## config.mk

```make
export PLATFORM = sky130hd
export DESIGN_NAME = mem_port_arbiter
export DESIGN_NICKNAME = d
export VERILOG_FILES = /design/src/rtl/mem_port_arbiter.sv
export SDC_FILE = /design/constraint.sdc
export NUM_CORES = 1
export LEC_CHECK = 0
export BUFFER_PORTS_ARGS = -buffer_cell sky130_fd_sc_hd__buf_2
export CORE_AREA = 2 2 132 134
export CTS_CLUSTER_SIZE = 24
export DETAILED_ROUTE_END_ITERATION = 10
export DIE_AREA = 0 0 134 136
export PLACE_DENSITY_LB_ADDON = 0.25
export SYNTH_ARGS = -nofsm -noshare
export SYNTH_HDL_FRONTEND = slang
export SYNTH_SLANG_ARGS = --single-unit
```

## constraint.sdc

```tcl
create_clock -name clk -period 3.5 [get_ports clk]
set_clock_uncertainty 0.15 [all_clocks]
set_input_delay 0.7 -clock clk [delete_from_list [all_inputs] [get_ports clk]]
set_output_delay 0.7 -clock clk [all_outputs]
set_load 0.02 [all_outputs]
```

## src/rtl/mem_port_arbiter.sv

```systemverilog
// Round-robin arbiter sharing one single-port memory between fetch and load/store; one transaction at a time,
// ack two cycles after the request edge with zero wait states; losing port holds its request, timeout aborts with err.
module mem_port_arbiter #(
   parameter int ADDR_WIDTH = 32,
   parameter int DATA_WIDTH = 32,
   parameter int TIMEOUT    = 16
) (
   input  logic                    clk,
   input  logic                    resetn,
   input  logic                    if_req,
   input  logic [ADDR_WIDTH-1:0]   if_addr,
   output logic [DATA_WIDTH-1:0]   if_rdata,
   output logic                    if_ack,
   output logic                    if_err,
   input  logic                    d_req,
   input  logic                    d_we,
   input  logic [ADDR_WIDTH-1:0]   d_addr,
   input  logic [DATA_WIDTH-1:0]   d_wdata,
   input  logic [DATA_WIDTH/8-1:0] d_be,
   output logic [DATA_WIDTH-1:0]   d_rdata,
   output logic                    d_ack,
   output logic                    d_err,
   output logic                    mem_req,
   output logic                    mem_we,
   output logic [ADDR_WIDTH-1:0]   mem_addr,
   output logic [DATA_WIDTH-1:0]   mem_wdata,
   output logic [DATA_WIDTH/8-1:0] mem_be,
   input  logic [DATA_WIDTH-1:0]   mem_rdata,
   input  logic                    mem_ready,
   output logic                    owner
);

   localparam int CW        = (TIMEOUT > 1) ? $clog2(TIMEOUT) : 1;
   localparam int TO_LAST_I = (TIMEOUT > 0) ? TIMEOUT - 1 : 0;
   localparam logic [CW-1:0] TO_LAST = CW'(TO_LAST_I);
   localparam bit TO_EN = (TIMEOUT != 0);

   typedef enum logic [1:0] {IDLE, GRANT, RESP} state_t;

   state_t        state, state_nxt;
   logic          last_grant;
   logic          win;
   logic          any_req;
   logic          abort;
   logic          err_q;
   logic [CW-1:0] wait_cnt;

   assign any_req = if_req | d_req;
   // On a tie the port opposite to the previous winner takes the memory.
   assign win     = d_req & (~if_req | ~last_grant);
   assign abort   = (state == GRANT) & ~mem_ready & TO_EN & (wait_cnt == TO_LAST);

   always_ff @(posedge clk or negedge resetn) begin
      if (!resetn) state <= IDLE;
      else         state <= state_nxt;
   end

   always_comb begin
      state_nxt = state;
      case (state)
         IDLE:    if (any_req) state_nxt = GRANT;
         GRANT:   if (mem_ready || abort) state_nxt = RESP;
         RESP:    state_nxt = IDLE;
         default: state_nxt = IDLE;
      endcase
   end

   assign mem_req = (state == GRANT);
   assign if_ack  = (state == RESP) & ~owner;
   assign d_ack   = (state == RESP) & owner;
   assign if_err  = if_ack & err_q;
   assign d_err   = d_ack & err_q;

   always_ff @(posedge clk or negedge resetn) begin
      if (!resetn) begin
         owner      <= 1'b0;
         last_grant <= 1'b1;
         mem_we     <= 1'b0;
         mem_addr   <= '0;
         mem_wdata  <= '0;
         mem_be     <= '0;
         if_rdata   <= '0;
         d_rdata    <= '0;
         wait_cnt   <= '0;
         err_q      <= 1'b0;
      end else begin
         case (state)
            IDLE: begin
               if (any_req) begin
                  owner      <= win;
                  last_grant <= win;
                  wait_cnt   <= '0;
                  err_q      <= 1'b0;
                  if (win) begin
                     mem_we    <= d_we;
                     mem_addr  <= d_addr;
                     mem_wdata <= d_wdata;
                     mem_be    <= d_be;
                  end else begin
                     mem_we    <= 1'b0;
                     mem_addr  <= if_addr;
                     mem_wdata <= '0;
                     mem_be    <= '1;
                  end
               end
            end
            GRANT: begin
               // A ready on the final allowed cycle completes normally rather than aborting.
               if (mem_ready) begin
                  err_q <= 1'b0;
                  if (!owner)       if_rdata <= mem_rdata;
                  else if (!mem_we) d_rdata  <= mem_rdata;
               end else if (abort) begin
                  err_q <= 1'b1;
               end else begin
                  wait_cnt <= wait_cnt + CW'(1);
               end
            end
            default: ;
         endcase
      end
   end

endmodule

```

## Word-level counts from Yosys, hierarchy flattened

Index checks and enable logic that the tools add are counted.

- Add/sub/neg operators: 1
- Multiply operators: 0
- Div/mod/pow operators: 0
- Order comparisons: 0
- Equality and inequality tests: 8
- Shift operators: 0
- Muxes and demuxes: 15
- Bitwise logic cells: 14
- Reductions and logical operators: 9

Operator list:

| cell | count |
|---|---|
| 2-to-1 mux 32 bit | 2 |
| 2-to-1 mux 4 bit | 4 |
| one-hot mux 4 bit (2 select lines) | 1 |
| AND reduction 4 bit | 2 |
| bitwise AND 1 bit | 7 |
| inequality test 2 bit (second input constant) | 3 |
| AND reduction 3 bit | 2 |
| inverter 1 bit | 5 |
| adder 4 x 1 -> 4 bit (second input constant) | 1 |
| equality test 4 bit (second input constant) | 1 |
| 2-to-1 mux 1 bit | 4 |
| 2-to-1 mux 2 bit | 2 |
| one-hot mux 2 bit (2 select lines) | 1 |
| AND reduction 2 bit | 2 |
| inequality test 3 x 1 -> 1 bit (second input constant) | 1 |
| equality test 2 x 1 -> 1 bit (second input constant) | 1 |
| equality test 2 bit (second input constant) | 1 |
| logical NOT 2 bit | 1 |
| inequality test 2 x 1 -> 1 bit (second input constant) | 1 |
| OR 1 bit | 2 |
| one-hot mux 1 bit (2 select lines) | 1 |
| nonzero test 2 bit | 1 |
| logical OR 1 bit | 1 |

- Register bits after elaboration: 142
- Latch bits: 0
- Memory bits (writable): 0
- Memory bits (read-only): 0
- Input bits: 138
- Output and inout bits: 139
- Logic and storage cells: 58
- Memories kept: 0

## Logic depth before layout (Yosys ltp)

Gate-level depths: netlist of run 1.

- Depth in word-level cells: 6
- Mapped depth: 5
- Mapped depth without buffers: 4

## Worst setup path before layout of run 1

No wires, ideal clock.

- Kind: input-to-reg
- Start: in d_req
- End: reg mem_addr[10]
- Library setup time: 0.125 ns
- Data arrival time: 1.718 ns
- Data required time: 3.225 ns
- Path slack: 1.507 ns
- Stages on the path: 4
- Buffers on the path: 1
- Path through: a21boi_2 buf_6 mux2_2 mux2_2

- Longest elaborated chain between the ends: 2
- Elaborated cells on any way between the ends: 4
- Those cells by class: 1 x mux; 2 x bitwise; 1 x reduce/logical

RTL lines:

| element | line | text |
|---|---|---|
| start, declared | 15 | `input logic d_req,` |
| bitwise AND 1 bit / OR 1 bit (equally long branches) | 50, 48 |  |
| 2-to-1 mux 32 bit / AND reduction 2 bit (equally long branches) | n/a |  |
| end signal, assigned | 96 | `mem_addr <= d_addr;` |
| end signal, assigned | 101 | `mem_addr <= if_addr;` |
| end, declared | 25 | `output logic [ADDR_WIDTH-1:0] mem_addr,` |

Several ways; a longest one is shown, not always the timed one.
A chain may end at the register's enable or synchronous reset.

## Worst setup path after layout of run 1

- Start: reg state[1]
- End: out d_err

- Longest elaborated chain between the ends: 3

RTL lines:

| element | line | text |
|---|---|---|
| start, declared | 40 | `state_t state, state_nxt;` |
| start signal, assigned | 55 | `else state <= state_nxt;` |
| equality test 2 bit | 70 | `assign d_ack = (state == RESP) & owner;` |
| bitwise AND 1 bit | 70 |  |
| bitwise AND 1 bit | 72 | `assign d_err = d_ack & err_q;` |
| end, declared | 22 | `output logic d_err,` |

Every way passes these cells.

==> flow_metrics.py, run 1 <==
metrics = {
    "synth": {
        "synth_mux_area_share_pct": 25.4,
        "synth-simple-area-share_pct": 3.04,
        "syn_nets": 507,
        "synth_top_family_by_area": "multiplexers",
        "seq_area_frac_synth_pct": 61.7,
        "syn_area_um2": 5760,
        "ys_ff_latch": 142,
        "syn_inst": 368,
        "synth_fa_ha_area_share_pct": 0.217,
        "synth_compound_area_share_pct": 7.08,
        "avgSynthCellArea_um2": 15.7,
        "yosys_warnings": 0,
        "synth-xor-area-share_pct": 0,
        "yosysUniqueCellTypes": 34,
    },
    "timing": {
        "drv_slew": 0,
        "fmax_ghz": 0.424,
        "finalHoldViolCount": 0,
        "setup_tns_ns": 0,
        "worstMarginPinSlew_ns": 0.777,
        "rsz0062_at_grt": "false",
        "min_period_ns": 2.36,
        "slew_headroom_pct": 48.2,
        "fin_crit_sh_pct": 67.4,
        "setup_violations": 0,
    },
    "detailed_routing": {
        "via_per_inst": 4.66,
        "dr.first_iter.drc_count": 155,
        "ant_nets": 0,
        "drc": 0,
        "avgRoutedWirePerCell_um": 15.8,
        "vias": 4141,
        "drt_wl_total_um": 14000,
        "first_pass_iters": 4,
    },
    "floorplanning": {
        "core_um2": 16900,
        "initial_core_util_pct": 34.1,
        "die_w_um": 134,
        "ios": 277,
        "row_count": 48,
        "dieArea_um2": 18200,
        "die_y_um": 136,
    },
    "global_route": {
        "grt_util_all_layers_pct": 15.8,
        "grt_pass1_wl_um": 22200,
        "antenna_found_initial": 1,
        "grt.overflow.total": 0,
        "grt_pass1_vias": 4332,
        "grt_max_degree": 82,
    },
    "setup_path": {
        "endpoint_kind": "output port",
        "cp-start-kind": "flop",
        "timing.rr.start": "state[1]$_DFFE_PN0P_",
        "path_max_fanout": 6,
        "worstSetupPathType": "reg2out",
        "critPathLaunch": "state[1]$_DFFE_PN0P_",
        "cp_data_arrival_time_ns": 1.51,
        "required_ns": 2.65,
    },
    "clocking": {
        "cts_hold_buf": 0,
        "cts_inserted_buffers": 17,
        "clock-sinks": 142,
        "cts.path.max_buffers": 2,
        "clock_latency_ns": 0.41,
        "path_clk_slew_ns": 0.06,
        "htreeDepth": 4,
        "cts-resized-gates": 0,
        "cts_setup_buffers": 0,
        "cts-root-buf": "clkbuf_16",
        "cts_tree": "built",
    },
    "job": {
        "cap_violations": 0,
    },
    "placed_design": {
        "io_buffers": 276,
        "place_inst": 857,
        "gp_congestion": 0.743,
        "hpwl_um": 10300,
    },
    "outcome": {
        "status": "finished clean",
    },
    "cells_and_area": {
        "nFillCells": 1511,
        "drive_gt1_share_pct": 66.7,
        "layout.nets": 790,
        "final_common_cell": "buf_2",
        "diodes": 0,
        "area.growth.synth_to_final_pct": 38.8,
        "final_cell_mix": "buf_2 (275), dfrtp_1 (141), mux2_2 (122), a22o_1 (33), clkbuf_16 (17)",
        "fin_cells": 889,
    },
    "pwr": {
        "power_leakage_nw": 3.97,
        "peakVddDrop_v": 0.000400,
        "pwr_density_cell_nw_per_um2": 1010,
    },
    "worst_hold_path": {
        "hold_class": "in2async",
    },
}
==> path summary, 6_finish.rpt <==
path / slack [ns] / cells after the start / endpoint
setup / recovery: 1.14 / 3 / d_err
max in group asynchronous: 2.24 / 2 / mem_addr[11]$_DFFE_PN0P_
hold reg to reg: 0.33 / 1 / d_rdata[5]$_DFFE_PN0P_
setup reg to reg: 1.32 / 4 / mem_addr[29]$_DFFE_PN0P_
hold / removal: 0.16 / 1 / d_rdata[29]$_DFFE_PN0P_
min in group clk: 0.33 / 1 / d_rdata[5]$_DFFE_PN0P_
==> sequential cells by signal, indices dropped and copies added, names as in the netlist <==
signal      cells
d_rdata        32
err_q           1
if_rdata       32
last_grant      1
mem_addr       32
mem_be          4
mem_wdata      32
mem_we          1
owner           1
state           2
wait_cnt        4
==> per-stage QoR <==
stage,power (mW),utilization [%],hold WS (ns),instance area [um^2],setup WS (ns)
final,8.10,47.4,0.160,8000,1.14
after global routing,8.59,47.4,0.200,8000,1.03
after CTS,8.22,47.4,0.203,8000,1.12
after detailed placement,6.32,43.7,0.321,7370,1.13
after global placement,6.23,43.7,0.313,7370,1.20
after floorplan,5.11,-,0.254,5760,1.51
==> routing by layer <==
layer	global-route usage [%]	vias to the layer above	routed length, um
met2	26.2	163	7070
met1	19.0	2041	5700
met5	0	-	0
li1	-	1920	-
met3	4.96	17	1010
met4	6.56	0	263
==> cell usage after synthesis (all sizes together) <==
master    n  area share (%)
dfrtp   141              61
mux2    128              25
a22o     33             5.0
buf      17             2.3
nor2      5            0.41
and3      4            0.43
nor2b     4            0.43
o22a      4            0.61
a21oi     3            0.26
clkbuf    3            0.20
nand2     3            0.20
o21ai     3            0.33
a21o      2            0.26
mux2i     2            0.35
nor3b     2            0.54
a211oi    1            0.13
a21boi    1            0.20
a311oi    1            0.15
and2      1            0.11
and4b     1            0.17
dfstp     1            0.46
ha        1            0.22
inv       1           0.065
nand2b    1            0.11
nand3     1           0.087
nand3b    1            0.35
nor3      1           0.087
o21a      1            0.13
or2       1            0.11
==> where the power goes <==
group / switching [mW] / leakage, nW / internal, mW / total [mW]
registers: 0.425 / 1.72 / 2.45 / 2.87
logic: 1.93 / 1.95 / 1.44 / 3.37
clock network: 0.660 / 0.289 / 1.20 / 1.86
==> cell families (layout without fill, tap and decap cells) <==
group	count (synthesis)	in the layout
adder cells (fa/ha/maj)	1	1
AO/OA/AOI/OAI	49	49
AND/OR/NAND/NOR	25	25
flip-flops	142	142
multiplexers	130	130
buffers and inverters	21	317
==> area by class of cell <==
cell class                 instances  area [um^2]  area share (%)
clock buffer                      24          492            6.15
clock inverter                     8          129            1.61
inverter                           1         3.75          0.0469
multi-input combinational        205         2070            25.9
sequential                       142         3550            44.5
tap                              225          282            3.52
timing repair buffer             284         1460            18.3
==> critical path, stage by stage, from the launching register on <==
cell and delay [ns]:
dfrtp_1 0.46, nor2b_1 0.28, and3_1 0.18, buf_2 0.19
(Power assumes the default switching activity.)
==> inputs of run 2 (changes only) <==
--- a/config.mk
+++ b/config.mk
@@ -5,11 +5,12 @@
 export SDC_FILE = /design/constraint.sdc
 export NUM_CORES = 1
 export LEC_CHECK = 0
+export ABC_AREA = 1
 export BUFFER_PORTS_ARGS = -buffer_cell sky130_fd_sc_hd__buf_2
-export CORE_AREA = 2 2 132 134
+export CORE_AREA = 2 2 134 136
 export CTS_CLUSTER_SIZE = 24
 export DETAILED_ROUTE_END_ITERATION = 10
-export DIE_AREA = 0 0 134 136
+export DIE_AREA = 0 0 136 138
 export PLACE_DENSITY_LB_ADDON = 0.25
 export SYNTH_ARGS = -nofsm -noshare
 export SYNTH_HDL_FRONTEND = slang
==> constraint.sdc (replaced) <==
create_clock -name clk -period 2.12 [get_ports clk]
set_clock_uncertainty 0.15 [all_clocks]
set_input_delay 0.424 -clock clk [delete_from_list [all_inputs] [get_ports clk]]
set_output_delay 0.424 -clock clk [all_outputs]
set_load 0.02 [all_outputs]
==> run 2 against run 1 <==
  * Design area up 2.4%
  * Routed wire length is 14% higher
  * Clock power is 61% higher
  * Largest power group unchanged
  * Power increased by 61%
  * Critical endpoint is now if_err
  * Hold slack got worse by 0.054 ns
  * Utilization shrank 0.68 points
  * Non-clock buffer count increased by 4
  * Sequential power rose by 63%
  * Cell count is 36% higher
  * Largest cell class unchanged
  * Setup slack lost 1.0 ns
  * Clock-buffer cell count decreased by 5
==> flow_metrics.py, run 2 <==
metrics = {
    "synth": {
        "synth_edf_count": 0,
        "yosys.area.top_type_share_pct": 58.8,
        "syn_area_um2": 6000,
        "ys.flop_type": "dfrtp_1",
        "yosysTopAreaCell": "dfrtp_1",
        "synthTopCellsByArea": "dfrtp_1 (59%), nand2_1 (15%), o21ai_0 (8.8%), inv_1 (4.4%), nor2_1 (2.7%)",
        "syn_nets": 838,
        "yosysUniqueCellTypes": 24,
        "async_reset_ff_share_pct": 100,
        "yosys_warnings": 0,
        "ys_ff_latch": 142,
        "avgSynthCellArea_um2": 8.59,
        "yosysMostFrequentCell": "nand2_1",
        "syn_inst": 699,
        "ys_top_cells_by_count": "nand2_1 (247), dfrtp_1 (141), o21ai_0 (106)",
        "seq_area_frac_synth_pct": 59.2,
    },
    "setup_path": {
        "critPathLaunch": "state[0]$_DFFE_PN0P_",
        "cp_data_arrival_time_ns": 1.44,
        "r2r_end": "if_rdata[16]$_DFFE_PN0P_",
        "regToRegSetupSlack_ns": 0.40,
        "cp-start-kind": "flop",
        "worst_path_max_delay_cell": "dfrtp_1",
        "timing.rr.start": "state[0]$_DFFE_PN0P_",
        "worstRegToRegCells": 4,
        "critPathMaxStageDelay_ns": 0.46,
        "crit_end": "if_err",
        "required_ns": 1.55,
        "path_max_fanout": 7,
        "worstSetupPathType": "reg2out",
        "worstPathCellList": "nor4_2, buf_2",
        "endpoint_kind": "output port",
    },
    "clocking": {
        "clock_latency_ns": 0.41,
        "clock-sinks": 142,
        "cts-root-buf": "clkbuf_16",
        "cts_tree": "built",
        "cts.path.max_buffers": 2,
        "path_clk_slew_ns": 0.06,
        "htreeDepth": 4,
        "cts_inserted_buffers": 17,
    },
    "timing": {
        "fmax_ghz": 0.497,
        "fin_crit_sh_pct": 94.9,
        "setup_slack_ns": 0.108,
        "hold_ws_ns": 0.107,
        "setup_tns_ns": 0,
        "worstMarginPinSlew_ns": 0.593,
        "setup_violations": 0,
        "drv_slew": 0,
        "finalHoldViolCount": 0,
        "slew_headroom_pct": 60.5,
        "min_period_ns": 2.01,
        "rsz0062_at_grt": "false",
    },
    "placed_design": {
        "hpwl_um": 11500,
        "placed_area_um2": 7570,
        "place_inst": 1178,
        "io_buffers": 276,
        "dp_slack_ns": 0.355,
        "gp_congestion": 0.761,
    },
    "cells_and_area": {
        "diodes": 0,
        "final_area_um2": 8190,
        "final_cell_mix": "buf_2 (275), nand2_1 (246), dfrtp_1 (141), o21ai_0 (106), inv_1 (71)",
        "layout.nets": 1108,
        "utilization_pct": 46.7,
        "area.growth.synth_to_final_pct": 36.4,
        "fin_cells": 1211,
        "drive_gt1_share_pct": 33.7,
        "final_common_cell": "buf_2",
    },
    "pwr": {
        "p_sw_share_pct": 42.4,
        "p_seq_share_pct": 36.0,
        "power_mw": 13.0,
        "pwr_density_cell_nw_per_um2": 1590,
        "clkPwrFrac_pct": 23.0,
        "intPower_mw": 7.52,
        "p_comb_share_pct": 41.0,
        "power_leakage_nw": 4.60,
        "peakVddDrop_v": 0.000581,
        "p_sw_mw": 5.52,
    },
    "global_route": {
        "grt.overflow.total": 0,
        "grt_util_all_layers_pct": 17.0,
        "grt_max_degree": 69,
        "grt_pass1_wl_um": 25500,
        "grt_pass1_vias": 5027,
        "antenna_found_initial": 1,
    },
    "detailed_routing": {
        "avgRoutedWirePerCell_um": 13.2,
        "first_pass_iters": 4,
        "dr.first_iter.drc_count": 201,
        "via_per_inst": 4.34,
        "vias": 5253,
        "ant_nets": 0,
        "drt_wl_total_um": 16000,
        "drc": 0,
    },
    "floorplanning": {
        "die_w_um": 136,
        "core_um2": 17500,
        "dieArea_um2": 18800,
        "row_count": 49,
        "initial_core_util_pct": 34.2,
        "die_y_um": 138,
        "ios": 277,
    },
    "outcome": {
        "status": "finished clean",
    },
    "worst_hold_path": {
        "holdPathStages": 3,
        "hold_class": "in2reg",
    },
    "job": {
        "cap_violations": 0,
    },
}
==> run 2: cell count changes after synthesis, moves of 6 or more <==
cell / previous run / this run
o21ai_1: 0 / 29
nor2_1: 3 / 43
mux2_2: 122 / 0
mux2_1: 6 / 0
nand2_1: 3 / 247
clkbuf_1: 3 / 9
a22o_1: 33 / 0
buf_4: 0 / 12
nand3_1: 1 / 7
inv_1: 1 / 71
o21ai_0: 2 / 106
==> run 2: worst max-delay path, delay by kind of cell (launching register included) <==
kind | cells | cell delay [ns]
flip-flops | 1 | 0.46
AND/OR/NAND/NOR | 1 | 0.33
buffers and inverters | 1 | 0.23
==> run 2: cell families after synthesis <==
kind of cell / count (synthesis) / share of synthesized area, %
AND/OR/NAND/NOR: 307 / 20.0
buffers and inverters: 111 / 8.96
adder cells (fa/ha/maj): 1 / 0.208
XOR/XNOR: 1 / 0.146
flip-flops: 142 / 59.2
AO/OA/AOI/OAI: 137 / 11.5
==> run 2: final cells by class <==
| class | count | area, um^2 |
|---|---|---|
| Inverter | 74 | 278 |
| Tap cell | 229 | 287 |
| Clock inverter | 13 | 151 |
| Multi-Input combinational cell | 446 | 1930 |
| Timing Repair Buffer | 288 | 1540 |
| Sequential cell | 142 | 3550 |
| Clock buffer | 19 | 443 |
| Fill cell | 1747 | 9350 |
==> run 2: power by group through the flow <==
stage	logic [mW]	registers (mW)	clock network [mW]
after floorplan	1.97	6.19	0
after global placement	5.35	4.71	0
after detailed placement	5.46	4.70	0
after CTS	5.45	4.69	3.09
after global routing	5.96	4.85	3.22
final	5.35	4.69	3.00
==> run 2: worst min path at each step <==
| stage | from | endpoint | slack [ns] |
|---|---|---|---|
| finish | d_wdata[20] | mem_wdata[20]$_DFFE_PN0P_ | 0.11 |
| global route | d_wdata[4] | mem_wdata[4]$_DFFE_PN0P_ | 0.1 |
| CTS | d_wdata[20] | mem_wdata[20]$_DFFE_PN0P_ | 0.09 |
| detailed placement | resetn | d_rdata[16]$_DFFE_PN0P_ | 0.22 |
| floorplan | resetn | d_rdata[0]$_DFFE_PN0P_ | -0.02 |
| global placement | resetn | if_rdata[12]$_DFFE_PN0P_ | 0.22 |
==> run 2: metal layers <==
metal,vias to the layer above,global-route usage (%),wire [um]
li1,2710,-,-
met1,2309,22.5,7170
met2,215,25.9,6940
met3,17,6.60,1630
met4,2,5.26,241
met5,-,0,11
==> run 2: timing repair <==
item | 4_1_cts | 5_1_grt
endpoints found under the setup margin | 0 | 2
buffers inserted | 0 | 0
gates resized for setup | 0 | 2
hold endpoints to repair | 35 | 0
hold buffers | 1 | 0
